## config.mk

```make
export PLATFORM = sky130hd
export DESIGN_NAME = inv_key_scheduler
export DESIGN_NICKNAME = d
export VERILOG_FILES = /design/src/rtl/inv_key_scheduler.sv
export SDC_FILE = /design/constraint.sdc
export NUM_CORES = 1
export LEC_CHECK = 0
export CORE_ASPECT_RATIO = 0.9
export CORE_MARGIN = 5
export CORE_UTILIZATION = 54
export DETAILED_ROUTE_END_ITERATION = 10
export PLACE_DENSITY = 0.74
export SYNTH_ARGS = -nofsm -noshare
export SYNTH_HDL_FRONTEND = slang
export SYNTH_SLANG_ARGS = --single-unit
```

## constraint.sdc

```tcl
create_clock -name CLK -period 3.34 [get_ports CLK]
set_input_delay 0.501 -clock CLK [delete_from_list [all_inputs] [get_ports CLK]]
set_output_delay 0.501 -clock CLK [all_outputs]
set_load 0.05 [all_outputs]
```

## src/rtl/inv_key_scheduler.sv

```systemverilog
// Inverse key scheduler: buffers forward round-key triples, then replays them
// last round first with words swapped. Optional parity: `INV_KEY_PARITY_EN.
module inv_key_scheduler #(
  parameter int KEY_W  = 8,
  parameter int ROUNDS = 8,
  parameter int RND_W  = 3
) (
  input  logic             CLK,
  input  logic             RST,
  input  logic             en,
  input  logic             k_valid,
  input  logic [KEY_W-1:0] K_1,
  input  logic [KEY_W-1:0] K_2,
  input  logic [KEY_W-1:0] K_3,
  output logic             k_ready,
  output logic             dk_valid,
  input  logic             dk_ready,
  output logic [KEY_W-1:0] DK_1,
  output logic [KEY_W-1:0] DK_2,
  output logic [KEY_W-1:0] DK_3,
  output logic [RND_W-1:0] rnd,
  output logic             busy,
  output logic             done
`ifdef INV_KEY_PARITY_EN
  ,
  input  logic             k_par,
  output logic             dk_par,
  output logic             par_err
`endif
);

  localparam int PTR_W = (ROUNDS > 1) ? $clog2(ROUNDS) : 1;
  localparam int WRD_W = 3 * KEY_W;
  localparam logic [PTR_W-1:0] LAST = PTR_W'(ROUNDS - 1);
  localparam logic [PTR_W-1:0] ONE  = PTR_W'(1);
  localparam logic [PTR_W-1:0] ZERO = '0;

  typedef enum logic [2:0] {
    S_IDLE,
    S_LOAD,
    S_FETCH,
    S_REPLAY,
    S_DONE
  } state_e;

  state_e state_q, state_d;

  logic [PTR_W-1:0] wr_ptr_q, wr_ptr_d;
  logic [PTR_W-1:0] rd_ptr_q, rd_ptr_d;
  logic             dkv_q, dkv_d;
  logic [KEY_W-1:0] dk1_q, dk1_d;
  logic [KEY_W-1:0] dk2_q, dk2_d;
  logic [KEY_W-1:0] dk3_q, dk3_d;
  logic [RND_W-1:0] rnd_q, rnd_d;
  logic             done_q, done_d;
  logic             wr_en;
  logic [WRD_W-1:0] rd_word;

  // Triple store: {K_1,K_2,K_3}, K_3 in the low word
  logic [WRD_W-1:0] mem_q [ROUNDS];

  assign rd_word = mem_q[rd_ptr_q];

`ifdef INV_KEY_PARITY_EN
  logic dkp_q, dkp_d;
  logic perr_q, perr_d;
`endif

  always_comb begin
    state_d  = state_q;
    wr_ptr_d = wr_ptr_q;
    rd_ptr_d = rd_ptr_q;
    dkv_d    = dkv_q;
    dk1_d    = dk1_q;
    dk2_d    = dk2_q;
    dk3_d    = dk3_q;
    rnd_d    = rnd_q;
    done_d   = 1'b0;
    wr_en    = 1'b0;
`ifdef INV_KEY_PARITY_EN
    dkp_d    = dkp_q;
    perr_d   = perr_q;
`endif
    unique case (state_q)
      S_IDLE: begin
        if (en) begin
          state_d  = S_LOAD;
          wr_ptr_d = ZERO;
`ifdef INV_KEY_PARITY_EN
          perr_d   = 1'b0;
`endif
        end
      end
      S_LOAD: begin
        if (!en) begin
          state_d = S_IDLE;
        end else if (k_valid) begin
          wr_en = 1'b1;
`ifdef INV_KEY_PARITY_EN
          if ((^{K_1, K_2, K_3}) != k_par)
            perr_d = 1'b1;
`endif
          if (wr_ptr_q == LAST) begin
            state_d  = S_FETCH;
            rd_ptr_d = LAST;
          end else begin
            wr_ptr_d = wr_ptr_q + ONE;
          end
        end
      end
      S_FETCH: begin
        if (!en) begin
          state_d = S_IDLE;
        end else begin
          state_d = S_REPLAY;
          dkv_d   = 1'b1;
          dk1_d   = rd_word[KEY_W-1:0];
          dk2_d   = rd_word[2*KEY_W-1:KEY_W];
          dk3_d   = rd_word[WRD_W-1:2*KEY_W];
          rnd_d   = RND_W'(rd_ptr_q);
`ifdef INV_KEY_PARITY_EN
          dkp_d   = ^rd_word;
`endif
        end
      end
      S_REPLAY: begin
        if (!en) begin
          state_d = S_IDLE;
        end else if (dkv_q && dk_ready) begin
          dkv_d = 1'b0;
          if (rd_ptr_q == ZERO) begin
            state_d = S_DONE;
            done_d  = 1'b1;
          end else begin
            state_d  = S_FETCH;
            rd_ptr_d = rd_ptr_q - ONE;
          end
        end
      end
      S_DONE: begin
        if (!en)
          state_d = S_IDLE;
      end
      default: state_d = S_IDLE;
    endcase
    // Abort and normal exit both land here with clean pointers
    if (state_d == S_IDLE) begin
      wr_ptr_d = ZERO;
      rd_ptr_d = ZERO;
      dkv_d    = 1'b0;
    end
  end

  always_ff @(posedge CLK) begin
    if (RST) begin
      state_q  <= S_IDLE;
      wr_ptr_q <= '0;
      rd_ptr_q <= '0;
      dkv_q    <= 1'b0;
      dk1_q    <= '0;
      dk2_q    <= '0;
      dk3_q    <= '0;
      rnd_q    <= '0;
      done_q   <= 1'b0;
    end else begin
      state_q  <= state_d;
      wr_ptr_q <= wr_ptr_d;
      rd_ptr_q <= rd_ptr_d;
      dkv_q    <= dkv_d;
      dk1_q    <= dk1_d;
      dk2_q    <= dk2_d;
      dk3_q    <= dk3_d;
      rnd_q    <= rnd_d;
      done_q   <= done_d;
    end
  end

  always_ff @(posedge CLK) begin
    if (!RST && wr_en)
      mem_q[wr_ptr_q] <= {K_1, K_2, K_3};
  end

`ifdef INV_KEY_PARITY_EN
  always_ff @(posedge CLK) begin
    if (RST) begin
      dkp_q  <= 1'b0;
      perr_q <= 1'b0;
    end else begin
      dkp_q  <= dkp_d;
      perr_q <= perr_d;
    end
  end

  assign dk_par  = dkp_q;
  assign par_err = perr_q;
`endif

  assign k_ready  = (state_q == S_LOAD);
  assign busy     = (state_q == S_LOAD) ||
                    (state_q == S_FETCH) ||
                    (state_q == S_REPLAY);
  assign dk_valid = dkv_q;
  assign DK_1     = dk1_q;
  assign DK_2     = dk2_q;
  assign DK_3     = dk3_q;
  assign rnd      = rnd_q;
  assign done     = done_q;

endmodule
```

==> impl_metrics.env <==
export IMPL_ys_warn_count=0
export IMPL_r2r_end="mem_q[2][11]"
export IMPL_final_max_slew_viol_count=0
export IMPL_vias_per_cell=5.85
export IMPL_setup_violations=0
export IMPL_antenna_left=0
export IMPL_worstHoldPathType="flip-flop to flip-flop"
export IMPL_ioPinCount=60
export IMPL_antenna_found_initial=0
export IMPL_place_congestion=0.774
export IMPL_status="finished clean"
export IMPL_grt_overflow_total=0
export IMPL_synth_area_sq_um=8670
export IMPL_postCtsResizedCells=0
export IMPL_synthesis_nets=489
export IMPL_area_delta_synth_final_pct=18.6
export IMPL_drive_gt1_frac=0.217
export IMPL_fin_nets=571
export IMPL_synth_edf_count=192
export IMPL_dp_cells=721
export IMPL_synth_top_area_cell="edfxtp_1"
export IMPL_synthTopCellsByArea="edfxtp_1 67%, mux4_2 12%, dfxtp_1 8.8%"
export IMPL_clkTransAtPathRegs_ps=60
export IMPL_htreeDepth=1
export IMPL_critPathLaunchType="flip-flop"
export IMPL_die_w_um=144
export IMPL_grtUsageTotal=0.187
export IMPL_synth_cells=456
export IMPL_cts_tree="done"
export IMPL_powerDensity_nw_per_um2=542
export IMPL_n_antenna_cell=0
export IMPL_crit_family="buffers and inverters"
export IMPL_async_flop_share=0
export IMPL_grt_max_degree=31
export IMPL_cp_arrival_ps=2380
export IMPL_cts_made_buffers=22
export IMPL_period_share=0.863
export IMPL_synth_main_ff_cell="edfxtp_1"
export IMPL_total_leakage_power_nw=3.19
export IMPL_crit_cells=2
export IMPL_r2r_start="state_q[0]"
export IMPL_ir_drop_v=0.000433
export IMPL_fin_crit_ps=2880
export IMPL_critical_path_peak_fanout=13
export IMPL_mostFrequentLayoutCells="192 x edfxtp_1, 59 x clkdlybuf4s50_1, 48 x mux4_2"
export IMPL_stdcell_count=761
export IMPL_rsz0062_at_grt="no"
export IMPL_dr_total_vias=4455
export IMPL_ys_types=34
export IMPL_path_buf_inv=1
export IMPL_end_kind="output pin"
export IMPL_clock_skew_final_ps=6.55
export IMPL_ys_seq_area_frac=0.753
export IMPL_fmax_mhz=347
export IMPL_clock_sinks=230
export IMPL_hold_violations=0
export IMPL_slowest_delay_ps=890
export IMPL_crit_required_ps=2840
export IMPL_ys_ff_latch=230
export IMPL_dieArea_sq_um=18700
export IMPL_rows=44
export IMPL_insertion_delay_ps=490
export IMPL_dr_pass1_iters=5
export IMPL_cts_max_path_buffers=3
export IMPL_worstMarginPinSlew_ps=650
export IMPL_post_cts_buffers=0
export IMPL_mostFrequentLayoutCell="edfxtp_1"
export IMPL_crit_start="state_q[0]"
export IMPL_crit_type="flip-flop to output pin"
export IMPL_hold_buffers=0
export IMPL_drc=0
export IMPL_cp_slowest_cell="clkdlybuf4s50_1"
export IMPL_design_core_area_sq_um=16000
export IMPL_first_global_vias=4626
export IMPL_synth_top_area_share=0.665
export IMPL_wl_per_cell_um=22.3
export IMPL_maxSlewHeadroom=0.567
export IMPL_detail_route_wirelength_um=17000
export IMPL_grt_pass1_wl_um=26300
export IMPL_r2r_slack_ps=1080
export IMPL_ff2ff_path_depth=5
export IMPL_dr_first_iter_drc_count=447
export IMPL_endpoint="k_ready"
export IMPL_die_y_um=130
export IMPL_io_buffer_count=59
export IMPL_start_util=0.543
export IMPL_path_cells="nor3b_1, clkdlybuf4s50_1"
export IMPL_dpl_hpwl_um=10700
export IMPL_root_buffer="clkbuf_16"
export IMPL_cap_violations=0
export IMPL_syn_avg_cell_area_sq_um=19.0
export IMPL_final_setup_tns_ps=0
export IMPL_hold_slack_ps=487
export IMPL_nFillCells=1113
-- tightest hold or removal path: cells and delay by family, from the launching register on --
kind           cells  cell delay [ps]
AO/OA/AOI/OAI      2              130
flip-flops         1              310
-- state kept, by name (all words and copies together) (netlist names) --
signal and count:
DK_1 8, DK_2 8, DK_3 8, dk_valid 1, done 1, mem_q 192, rd_ptr_q 3, rnd 3
state_q 3, wr_ptr_q 3
-- layer usage --
metal,track usage,up-vias,wire (um)
li1,-,2006,-
met1,0.257,2289,7040
met2,0.318,139,8710
met3,0.0363,21,971
met4,0.0365,0,258
met5,0,-,0
-- synthesized netlist by cell type, types with 6 or more instances --
master,n
mux4_2,48
buf_6,8
nand2_1,6
buf_2,10
nor3_1,25
edfxtp_1,192
dfxtp_1,38
nand2b_1,11
a21oi_1,13
nor2_1,36
o22ai_1,24
-- cells by family (layout without fill, tap and decap cells) --
kind of cell,after synthesis,after routing,synth area share
adder cells (fa/ha/maj),4,4,0.00577
AO/OA/AOI/OAI,47,47,0.0344
AND/OR/NAND/NOR,99,99,0.0605
multiplexers,48,48,0.125
flip-flops,230,230,0.753
buffers and inverters,28,126,0.0218
-- cell type report --
| class | count | area [sq um] | share of cell area |
|---|---|---|---|
| sequential | 230 | 6530 | 0.635 |
| tap | 207 | 259 | 0.0252 |
| clock inverter | 9 | 70.1 | 0.00681 |
| timing repair buffer | 83 | 808 | 0.0786 |
| clock buffer | 31 | 626 | 0.0608 |
| multi-input combinational | 198 | 1980 | 0.192 |
| inverter | 3 | 11.3 | 0.00110 |
-- where the power goes --
| part | switching, mW | internal, mW | leakage, nW |
|---|---|---|---|
| Sequential | 0.00355 | 3.11 | 2.03 |
| Clock | 0.983 | 1.38 | 0.343 |
| Combinational | 0.0588 | 0.0397 | 0.817 |
| Total | 1.05 | 4.53 | 3.19 |
-- worst min path at each step --
stage,depth (start not counted),endpoint,from,slack [ps]
2_1_floorplan,2,wr_ptr_q[2],wr_ptr_q[2],470
3_5_place_dp,2,rnd[0],rnd[0],480
5_1_grt,2,DK_2[4],DK_2[4],510
4_1_cts,2,rnd[0],rnd[0],490
6_report,2,rnd[0],rnd[0],490
3_3_place_gp,2,rnd[0],rnd[0],470
-- metrics by stage --
stage	utilization	power (mW)	area [sq um]	worst slack, ps
after global routing	0.644	5.77	10300	347
final	0.644	5.58	10300	459
after floorplan	-	3.20	8670	312
after CTS	0.644	5.62	10300	432
after global placement	0.601	3.27	9590	573
after detailed placement	0.601	3.27	9590	506
(Power assumes the default switching activity.)
